`config.mk`:
```
export PLATFORM = sky130hd
export DESIGN_NAME = cdc_handshake_tx_flat
export DESIGN_NICKNAME = d
export VERILOG_FILES = /design/src/rtl/cdc_hs_pkg.sv /design/src/rtl/cdc_handshake_tx_if.sv /design/src/rtl/n_stage_synchronizer.sv /design/src/rtl/cdc_handshake_tx.sv /design/src/flat_wrapper.sv
export SDC_FILE = /design/constraint.sdc
export NUM_CORES = 1
export LEC_CHECK = 0
export BUFFER_PORTS_ARGS = -buffer_cell sky130_fd_sc_hd__buf_2
export CORE_UTILIZATION = 46
export DETAILED_ROUTE_END_ITERATION = 8
export PLACE_DENSITY_LB_ADDON = 0.05
export SLEW_MARGIN = 20
export SYNTH_ARGS = -nofsm -noshare
export SYNTH_HDL_FRONTEND = slang
export SYNTH_SLANG_ARGS = --single-unit
```
`constraint.sdc`:
```
create_clock -name i_clk -period 1.3 [get_ports i_clk]
set_input_delay 0.325 -clock i_clk [delete_from_list [all_inputs] [get_ports i_clk]]
set_output_delay 0.325 -clock i_clk [all_outputs]
set_load 0.03 [all_outputs]
```
`src/rtl/cdc_hs_pkg.sv`:
```
`default_nettype none
// ============================================================================
//  Package     : cdc_hs_pkg
//  Description : Shared types and helpers for the toggle req/ack CDC
//                handshake (source side cdc_handshake_tx, destination side
//                cdc_handshake_rx).
//  Contents    : hs_state_t - handshake FSM state encoding
//                cnt_width  - width of the WAIT_ACK timeout counter
//  Revision    : 1.0 - initial release
// ============================================================================
package cdc_hs_pkg;

   typedef enum logic [1:0] {
      IDLE     = 2'd0,
      WAIT_ACK = 2'd1,
      FAULT    = 2'd2
   } hs_state_t;

   // Counter must hold 0..timeout_cycles-1; never narrower than one bit so a
   // disabled timeout (0) still yields a legal vector.
   function automatic int cnt_width(input int timeout_cycles);
      int w;
      w = $clog2(timeout_cycles + 1);
      return (w < 1) ? 1 : w;
   endfunction

endpackage
`default_nettype wire

```
`src/rtl/cdc_handshake_tx_if.sv`:
```
`default_nettype none
// ============================================================================
//  Interface   : cdc_handshake_tx_if
//  Description : Local valid/ready producer port plus the crossing req/ack
//                pair of the source-side toggle handshake.
//  Signals     : i_valid, i_data     - producer word offer
//                o_ready             - source block can accept
//                o_xfer_data, o_req  - word and request toggle to destination
//                i_ack               - ack toggle from destination domain
//                o_done, o_fault     - completion pulse / sticky fault
//  Modports    : slave  - the cdc_handshake_tx block
//                master - producer plus destination environment
//  Revision    : 1.0 - initial release
// ============================================================================
interface cdc_handshake_tx_if #(
   parameter int DATA_WIDTH = 8
);
   logic                  i_valid;
   logic [DATA_WIDTH-1:0] i_data;
   logic                  o_ready;
   logic [DATA_WIDTH-1:0] o_xfer_data;
   logic                  o_req;
   logic                  i_ack;
   logic                  o_done;
   logic                  o_fault;

   modport slave (
      input  i_valid, i_data, i_ack,
      output o_ready, o_xfer_data, o_req, o_done, o_fault
   );

   modport master (
      output i_valid, i_data, i_ack,
      input  o_ready, o_xfer_data, o_req, o_done, o_fault
   );
endinterface
`default_nettype wire

```
`src/rtl/n_stage_synchronizer.sv`:
```
`default_nettype none
// ============================================================================
//  Module      : n_stage_synchronizer
//  Description : Plain flop-chain synchronizer for signals asynchronous to
//                i_clk. NUM_STAGE must be at least 2.
//  Ports       : i_clk - destination clock
//                i_rst - asynchronous active-high reset, clears all stages
//                i_d   - asynchronous input
//                o_q   - i_d delayed by NUM_STAGE flops
//  Revision    : 1.0 - initial release
// ============================================================================
module n_stage_synchronizer #(
   parameter int NUM_STAGE  = 2,
   parameter int DATA_WIDTH = 1
) (
   input  wire                   i_clk,
   input  wire                   i_rst,
   input  wire  [DATA_WIDTH-1:0] i_d,
   output logic [DATA_WIDTH-1:0] o_q
);
   logic [NUM_STAGE-1:0][DATA_WIDTH-1:0] r_stage;

   always_ff @(posedge i_clk or posedge i_rst) begin
      if (i_rst) begin
         r_stage <= '0;
      end else begin
         r_stage <= {r_stage[NUM_STAGE-2:0], i_d};
      end
   end

   assign o_q = r_stage[NUM_STAGE-1];
endmodule
`default_nettype wire

```
`src/rtl/cdc_handshake_tx.sv`:
```
`default_nettype none
// ============================================================================
//  Module      : cdc_handshake_tx
//  Description : Source half of a two-phase (toggle) req/ack CDC handshake.
//                Accepts a word from the local valid/ready port, holds it on
//                o_xfer_data, toggles o_req and waits until the synchronized
//                ack level equals o_req. Timeout or a spurious ack toggle
//                lands in a sticky FAULT state left only through i_rst.
//  Ports       : i_clk, i_rst - clock and asynchronous active-high reset
//                bus (slave)  - i_valid/i_data/o_ready producer port,
//                               o_xfer_data/o_req/i_ack crossing pair,
//                               o_done pulse, o_fault level
//  Revision    : 1.0 - initial release
// ============================================================================
module cdc_handshake_tx
   import cdc_hs_pkg::*;
#(
   parameter int DATA_WIDTH     = 8,
   parameter int NUM_SYNC       = 3,
   parameter int TIMEOUT_CYCLES = 255
) (
   input wire                i_clk,
   input wire                i_rst,
   cdc_handshake_tx_if.slave bus
);
   localparam int                 c_cnt_w      = cnt_width(TIMEOUT_CYCLES);
   localparam bit                 c_tmo_en     = (TIMEOUT_CYCLES > 0);
   localparam int                 c_tmo_last_i = c_tmo_en ? TIMEOUT_CYCLES - 1 : 0;
   localparam logic [c_cnt_w-1:0] c_tmo_last   = c_tmo_last_i[c_cnt_w-1:0];

   hs_state_t             r_state, w_state_nxt;
   logic                  r_req, w_req_nxt;
   logic [DATA_WIDTH-1:0] r_xfer_data, w_xfer_data_nxt;
   logic [c_cnt_w-1:0]    r_cnt, w_cnt_nxt;
   logic                  r_done, w_done_nxt;
   logic                  w_ack_s;
   logic                  w_tmo_hit;

   // Raw i_ack is never looked at; only its synchronized copy.
   n_stage_synchronizer #(
      .NUM_STAGE  (NUM_SYNC),
      .DATA_WIDTH (1)
   ) u_ack_sync (
      .i_clk (i_clk),
      .i_rst (i_rst),
      .i_d   (bus.i_ack),
      .o_q   (w_ack_s)
   );

   assign w_tmo_hit = c_tmo_en && (r_cnt == c_tmo_last);

   always_ff @(posedge i_clk or posedge i_rst) begin
      if (i_rst) begin
         r_state     <= IDLE;
         r_req       <= 1'b0;
         r_xfer_data <= '0;
         r_cnt       <= '0;
         r_done      <= 1'b0;
      end else begin
         r_state     <= w_state_nxt;
         r_req       <= w_req_nxt;
         r_xfer_data <= w_xfer_data_nxt;
         r_cnt       <= w_cnt_nxt;
         r_done      <= w_done_nxt;
      end
   end

   // Completion is a level comparison of ack against req, so a sampled glitch
   // on the way can only delay completion, never produce a second o_done.
   always_comb begin
      w_state_nxt     = r_state;
      w_req_nxt       = r_req;
      w_xfer_data_nxt = r_xfer_data;
      w_cnt_nxt       = r_cnt;
      w_done_nxt      = 1'b0;
      case (r_state)
         IDLE: begin
            // An ack level change with no request outstanding beats accept.
            if (w_ack_s != r_req) begin
               w_state_nxt = FAULT;
            end else if (bus.i_valid) begin
               w_state_nxt     = WAIT_ACK;
               w_req_nxt       = ~r_req;
               w_xfer_data_nxt = bus.i_data;
               w_cnt_nxt       = '0;
            end
         end
         WAIT_ACK: begin
            // Ack is tested before the timeout so a coincident match completes.
            if (w_ack_s == r_req) begin
               w_state_nxt = IDLE;
               w_done_nxt  = 1'b1;
            end else if (w_tmo_hit) begin
               w_state_nxt = FAULT;
            end else if (c_tmo_en) begin
               w_cnt_nxt = r_cnt + 1'b1;
            end
         end
         FAULT: begin
            w_state_nxt = FAULT;
         end
         default: begin
            w_state_nxt = FAULT;
         end
      endcase
   end

   assign bus.o_ready     = (r_state == IDLE);
   assign bus.o_fault     = (r_state == FAULT);
   assign bus.o_done      = r_done;
   assign bus.o_req       = r_req;
   assign bus.o_xfer_data = r_xfer_data;
endmodule
`default_nettype wire

```
`src/flat_wrapper.sv`:
```
// flat-port wrapper written by rule: the top's interface ports become plain ports
module cdc_handshake_tx_flat import cdc_hs_pkg::*;
#(
   parameter int DATA_WIDTH     = 8,
   parameter int NUM_SYNC       = 3,
   parameter int TIMEOUT_CYCLES = 255
)
  (i_clk, i_rst, bus_i_valid, bus_i_data, bus_i_ack, bus_o_ready, bus_o_xfer_data, bus_o_req, bus_o_done, bus_o_fault);
  cdc_handshake_tx_if #(.DATA_WIDTH(DATA_WIDTH)) bus_i ();
  input wire i_clk;
  input wire i_rst;
  input wire logic [$bits(bus_i.i_valid)-1:0] bus_i_valid;
  input wire logic [$bits(bus_i.i_data)-1:0] bus_i_data;
  input wire logic [$bits(bus_i.i_ack)-1:0] bus_i_ack;
  output wire logic [$bits(bus_i.o_ready)-1:0] bus_o_ready;
  output wire logic [$bits(bus_i.o_xfer_data)-1:0] bus_o_xfer_data;
  output wire logic [$bits(bus_i.o_req)-1:0] bus_o_req;
  output wire logic [$bits(bus_i.o_done)-1:0] bus_o_done;
  output wire logic [$bits(bus_i.o_fault)-1:0] bus_o_fault;
  assign bus_i.i_valid = bus_i_valid;
  assign bus_i.i_data = bus_i_data;
  assign bus_i.i_ack = bus_i_ack;
  assign bus_o_ready = bus_i.o_ready;
  assign bus_o_xfer_data = bus_i.o_xfer_data;
  assign bus_o_req = bus_i.o_req;
  assign bus_o_done = bus_i.o_done;
  assign bus_o_fault = bus_i.o_fault;
  cdc_handshake_tx #(.DATA_WIDTH(DATA_WIDTH), .NUM_SYNC(NUM_SYNC), .TIMEOUT_CYCLES(TIMEOUT_CYCLES)) u_core (.i_clk(i_clk), .i_rst(i_rst), .bus(bus_i));
endmodule
```
==> flow_summary_export.csv, run 1 <==
group,metric,value,unit
logic_synthesis,synth_ff_type,"dfrtp_1",
route,drc,0,
floorplanning,rows,16,
worst_setup_path,slowest_delay,0.42,ns
global_route,antenna_found_initial,0,
worst_setup_path,path_max_fanout,2,
logic_synthesis,synth_most_common_cell,"nand2_1",
layout,syn2layout_area_growth,50.1,%
worst_setup_path,required,0.98,ns
clocking,cts_tree,"done",
placed_design,placed_area,1260,um2
sta,post-route-period-util,115,%
logic_synthesis,synth_seq_area_share,57.8,%
clocking,clock-sinks,23,
global_route,track_usage,20.9,%
min_path,hold_path.class,"in2async",
sta,setup_slack,-0.197,ns
clocking,ctsRootBufferMaster,"clkbuf_4",
sta,finalSetupViolations,21,
global_route,grt.overflow.total,0,
worst_setup_path,arrival,1.17,ns
floorplanning,start_util,49.7,%
logic_synthesis,ys_warn_count,0,
layout,multiInputGateArea,539,um2
logic_synthesis,ys_types,27,
run_status,status,"finished with violations",
logic_synthesis,synth_common_cells,"nand2_1, dfrtp_1, nand3_1",
pwr,p_leak,0.730,nW
pwr,vdd_drop_max,1.17,mV
run_status,failed_checks,"setup timing",
floorplanning,dieHeight,48.5,um
layout,drive_gt1_share,49.0,%
layout,register_area,578,um2
sta,setup_tns,-2.32,ns
global_route,grt_max_degree,24,
sta,slew-limit-headroom,80.2,%
sta,hold_viol,0,
sta,slew_viol_final,0,
logic_synthesis,synth-edff-count,0,
clocking,clkLatencyLatePin,0.31,ns
route,vias_per_cell,4.97,
floorplanning,die-area,2360,um2
worst_setup_path,cp_slowest_cell,"dfrtp_1",
floorplanning,pin_count,24,
placed_design,io_buffers,23,
sta,finClkSkew,0.00418,ns
route,drtIter0Drc,5,
worst_setup_path,crit_type,"reg2out",
worst_setup_path,start_kind,"register",
clocking,htreeDepth,1,
worst_setup_path,crit_family,"flip-flops",
sta,rsz0062_at_grt,"yes",
run,cap_violations,0,
worst_setup_path,end_kind,"primary output",
route,vias,845,
floorplanning,core,2000,um2
sta,layout_min_cycle_time,1.50,ns
logic_synthesis,syn_area_per_cell,10.4,um2
sta,tightestPinTransition,0.296,ns
layout,final_area,1500,um2
route,first_pass_iters,4,
clocking,cts_buffers,3,
sta,max_freq,668,MHz
sta,hold_ws,0.0272,ns
layout,n_antenna_cell,0,
route,wire_per_inst,12.5,um
placed_design,dp_hpwl,1.31,mm
global_route,grt_pass1_vias,858,
layout,nFillCells,148,
logic_synthesis,ys_ff_latch,23,
route,wirelength,2.12,mm
logic_synthesis,syn_area,996,um2
worst_setup_path,path_buf_inv,3,
logic_synthesis,async_flop_share,100,%
placed_design,place.gp.congestion,0.787,
clocking,cts.clk_slew.worst_paths,0.12,ns
clocking,cts_buffer_depth,2,
worst_setup_path,cp_cell_sequence,"buf_6, buf_6, nor2_4, buf_6",
pwr,power_density,1480,nW/um2
logic_synthesis,synth_area_leaders,"dfrtp_1, nand2_1, mux2i_1, ha_1, nand3_1",
worst_setup_path,path_common_cell,"buf_6",
logic_synthesis,syn_inst,96,
floorplanning,die_w,48.5,um
logic_synthesis,synth_area_leader_cell,"dfrtp_1",
route,antenna_left,0,
logic_synthesis,synthDominantCellAreaShare,57.8,%
layout,nets,158,
logic_synthesis,synth_fp_nets,110,
global_route,grt_pass1_wl,3.73,mm
==> routing by layer <==
layer / vias up / share of wire [%] / global-route usage (%)
met2: 19 / 48 / 32.6
li1: 424 / - / -
met4: 0 / 0.94 / 11.8
met5: - / 0 / 0
met3: 2 / 3.3 / 4.09
met1: 400 / 48 / 27.4
==> power by group <==
group / internal [mW] / switching (mW) / total [mW]
clock network: 0.120 / 0.205 / 0.325
registers: 0.869 / 0.151 / 1.02
logic: 0.398 / 0.477 / 0.875
==> worst min-delay path: cells and delay by family <==
family	cells	cell delay [ns]
buffers and inverters	3	0.42
==> area by class of cell <==
cell class	count	area share (%)
flip-flops and latches	23	38.7
multi-input cells	70	36.1
repair buffers	44	20.8
well taps	27	2.26
clock buffers	4	1.76
inverters	2	0.502
==> worst paths after layout <==
kind | end | slack, ns | cells past startpoint | start
hold / removal | u_core.u_ack_sync.r_stage[0] | 0.03 | 3 | i_rst
min in group i_clk | u_core.u_ack_sync.r_stage[0] | 0.11 | 1 | bus_i_ack
max in group asynchronous | u_core.u_ack_sync.o_q | 1.03 | 3 | i_rst
hold reg to reg | u_core.u_ack_sync.o_q | 0.36 | 0 | u_core.u_ack_sync.r_stage[1]
setup reg to reg | u_core.r_cnt[5] | -0.17 | 5 | u_core.r_state[1]
setup / recovery | bus_o_ready | -0.20 | 4 | u_core.r_state[1]
==> placed cells by master (no fill, tap or decap), types with 2 or more instances in the layout <==
| cell type | count |
|---|---|
| buf_4 | 16 |
| a211oi_2 | 2 |
| nand2_2 | 3 |
| nand4_1 | 3 |
| mux2i_1 | 3 |
| nand2_1 | 29 |
| clkbuf_4 | 3 |
| nand3_4 | 2 |
| dfrtp_2 | 2 |
| dfrtp_1 | 21 |
| buf_2 | 20 |
| buf_6 | 8 |
| and3_4 | 2 |
==> logic make-up (layout without fill, tap and decap cells) <==
| family | Yosys count | after routing | synth area share [%] |
|---|---|---|---|
| simple gates | 50 | 51 | 23.6 |
| flops | 23 | 23 | 57.8 |
| fa+ha+maj | 2 | 2 | 2.51 |
| xor+xnor | 3 | 3 | 3.39 |
| buf+inv | 4 | 50 | 1.76 |
| mux | 3 | 3 | 3.02 |
| compound gates | 11 | 11 | 7.92 |
==> per-stage QoR <==
step	power [mW]	utilization, %	worst slack (ns)	std cells
5_1_grt	2.36	74.7	-0.237	170
4_1_cts	2.20	71.8	-0.193	167
3_3_place_gp	1.70	63.0	-0.0763	157
3_5_place_dp	1.71	63.0	-0.105	157
2_1_floorplan	1.43	-	-0.0363	96
6_report	2.22	74.7	-0.197	170
==> timing repair <==
action                     in CTS  in global routing
setup endpoints to repair      21                 22
cloned                          0                  1
setup buffers                   6                  2
hold buffers                    0                  0
pin swaps                      10                  5
gates resized for setup        23                 10
==> sequential cells by signal, indices dropped and copies added, names as in the netlist <==
register	flops
u_core.bus.o_xfer_data	8
u_core.r_cnt	8
u_core.r_state	2
u_core.u_ack_sync.r_stage	2
u_core.bus.o_done	1
u_core.bus.o_req	1
u_core.u_ack_sync.o_q	1
Note: power is estimated with default switching activity, not from simulation.
==> run 2, diff against run 1 <==
Settings changed: TNS_END_PERCENT from default to 20.
==> flow_summary_export.csv, run 2 (synthesis gave the netlist of run 1 again) <==
group,metric,value,unit
pwr,vdd_drop_max,0.976,mV
sta,setup_slack,-0.147,ns
placed_design,io_buffers,23,
worst_setup_path,path_max_fanout,3,
pwr,p_leak,0.726,nW
sta,finClkSkew,0.00558,ns
worst_setup_path,crit_family,"flip-flops",
sta,post-route-period-util,111,%
worst_setup_path,rr_endpoint,"u_core.r_cnt[5]",
worst_setup_path,cp_slowest_cell,"dfrtp_1",
worst_setup_path,reg2reg_from,"u_core.r_state[1]",
worst_setup_path,path_common_cell,"buf_6",
route,antenna_left,0,
pwr,pwr-share-seq,46.0,%
floorplanning,start_util,49.7,%
clocking,htreeDepth,1,
route,drtIter0Drc,13,
sta,slew-limit-headroom,80.7,%
pwr,power_density,1540,nW/um2
global_route,track_usage,21.5,%
floorplanning,dieHeight,48.5,um
route,vias,826,
worst_setup_path,cp_cell_sequence,"buf_6, nor2_4, buf_6",
worst_setup_path,arrival,1.12,ns
pwr,p_sw,0.841,mW
pwr,p_int,1.39,mW
pwr,comb_power_share,39.7,%
layout,layout_commonest_cell,"nand2_1",
floorplanning,core,2000,um2
layout,final_cell_mix,"nand2_1, dfrtp_1, buf_2, buf_4, buf_6",
route,wirelength,2.15,mm
worst_setup_path,required,0.98,ns
worst_setup_path,rr_worst_depth,5,
floorplanning,die-area,2360,um2
sta,slew_viol_final,0,
clocking,clock-sinks,23,
clocking,ctsRootBufferMaster,"clkbuf_4",
layout,drive_gt1_share,44.6,%
run,cap_violations,0,
layout,nets,154,
global_route,grt_max_degree,24,
route,wire_per_inst,13.0,um
floorplanning,die_w,48.5,um
floorplanning,rows,16,
sta,max_freq,691,MHz
clocking,cts_buffer_depth,2,
clocking,cts_buffers,3,
global_route,grt_pass1_wl,3.75,mm
run_status,failed_checks,"setup timing",
pwr,pwr-share-clk,14.3,%
sta,finalSetupViolations,9,
min_path,hold_path.class,"in2async",
route,drc,0,
global_route,antenna_found_initial,0,
placed_design,place_ws,-0.0982,ns
global_route,grt_pass1_vias,863,
floorplanning,pin_count,24,
worst_setup_path,slowest_delay,0.42,ns
clocking,cts_tree,"done",
worst_setup_path,crit_type,"reg2out",
run_status,status,"finished with violations",
route,first_pass_iters,5,
sta,layout_min_cycle_time,1.45,ns
worst_setup_path,start_kind,"register",
layout,n_antenna_cell,0,
layout,utilization,72.6,%
worst_setup_path,end_kind,"primary output",
sta,hold_viol,0,
clocking,clkLatencyLatePin,0.30,ns
route,vias_per_cell,4.98,
sta,rsz0062_at_grt,"yes",
worst_setup_path,path_buf_inv,2,
placed_design,dp_hpwl,1.44,mm
clocking,cts.clk_slew.worst_paths,0.12,ns
global_route,grt.overflow.total,0,
worst_setup_path,reg2reg_slack,-0.12,ns
pwr,total_power,2.23,mW
layout,syn2layout_area_growth,45.9,%
sta,tightestPinTransition,0.289,ns
placed_design,place.gp.congestion,0.744,
pwr,power.share.switching,37.6,%
-- run 2: cell count changes in the layout (fill, tap and decap cells not counted), sizes merged --
cell / change
and3: -1
buf: -3
-- run 2: worst reg2reg max path, delay by kind of cell (launching register included) --
| kind | cells | cell delay (ns) |
|---|---|---|
| AO/OA/AOI/OAI | 2 | 0.34 |
| buffers and inverters | 1 | 0.15 |
| flip-flops | 1 | 0.42 |
| AND/OR/NAND/NOR | 2 | 0.43 |
-- run 2: worst max path at each step --
| stage | from | endpoint | depth (start not counted) | slack (ns) |
|---|---|---|---|---|
| floorplan | u_core.r_cnt[0] | u_core.r_cnt[3] | 6 | -0.04 |
| global placement | u_core.r_cnt[0] | u_core.r_cnt[4] | 6 | -0.03 |
| detailed placement | u_core.r_cnt[0] | u_core.r_cnt[4] | 6 | -0.1 |
| CTS | u_core.r_state[1] | bus_o_fault | 3 | -0.16 |
| global route | u_core.r_state[0] | bus_o_ready | 3 | -0.21 |
| finish | u_core.r_state[0] | bus_o_ready | 3 | -0.15 |
-- run 2: layout make-up --
type	count	area (um2)
Fill cell	146	549
Tap cell	27	33.8
Timing Repair Buffer	41	288
Clock buffer	4	26.3
Inverter	2	7.51
Multi-Input combinational cell	69	519
Sequential cell	23	578
-- run 2: repair_timing --
| action | in CTS | in global routing |
|---|---|---|
| pin swaps | 8 | 9 |
| buffers inserted | 2 | 3 |
| endpoints found under the setup margin | 22 | 22 |
| hold buffers | 0 | 0 |
| gates cloned | 0 | 0 |
| gates resized for setup | 15 | 12 |
| endpoints found under the hold margin | 0 | 0 |
-- run 2: per-layer routing --
| metal | track usage [%] | wire (um) | vias to the layer above |
|---|---|---|---|
| met5 | 0 | 0 | - |
| met4 | 14.7 | 25 | 0 |
| met3 | 3.77 | 58 | 2 |
| met2 | 35.4 | 1120 | 20 |
| met1 | 25.5 | 952 | 389 |
| li1 | - | - | 415 |
-- run 2: power by group through the flow --
| stage | combinational (mW) | clock, mW | sequential (mW) |
|---|---|---|---|
| after floorplan | 0.245 | 0 | 1.19 |
| after global placement | 0.700 | 0 | 0.993 |
| after detailed placement | 0.717 | 0 | 1.00 |
| after CTS | 0.802 | 0.340 | 0.999 |
| after global routing | 0.956 | 0.364 | 1.05 |
| final | 0.886 | 0.320 | 1.03 |
-- run 2: metrics by stage --
step | cells | cell area (um2) | TNS (ns) | hold slack (ns)
after floorplan | 96 | 1020 | -0.377 | 0.327
after global placement | 157 | 1260 | -0.231 | 0.334
after detailed placement | 157 | 1260 | -1.03 | 0.348
after CTS | 163 | 1360 | -1.26 | 0.0318
after global routing | 166 | 1450 | -1.75 | 0.0614
final | 166 | 1450 | -0.644 | 0.0322
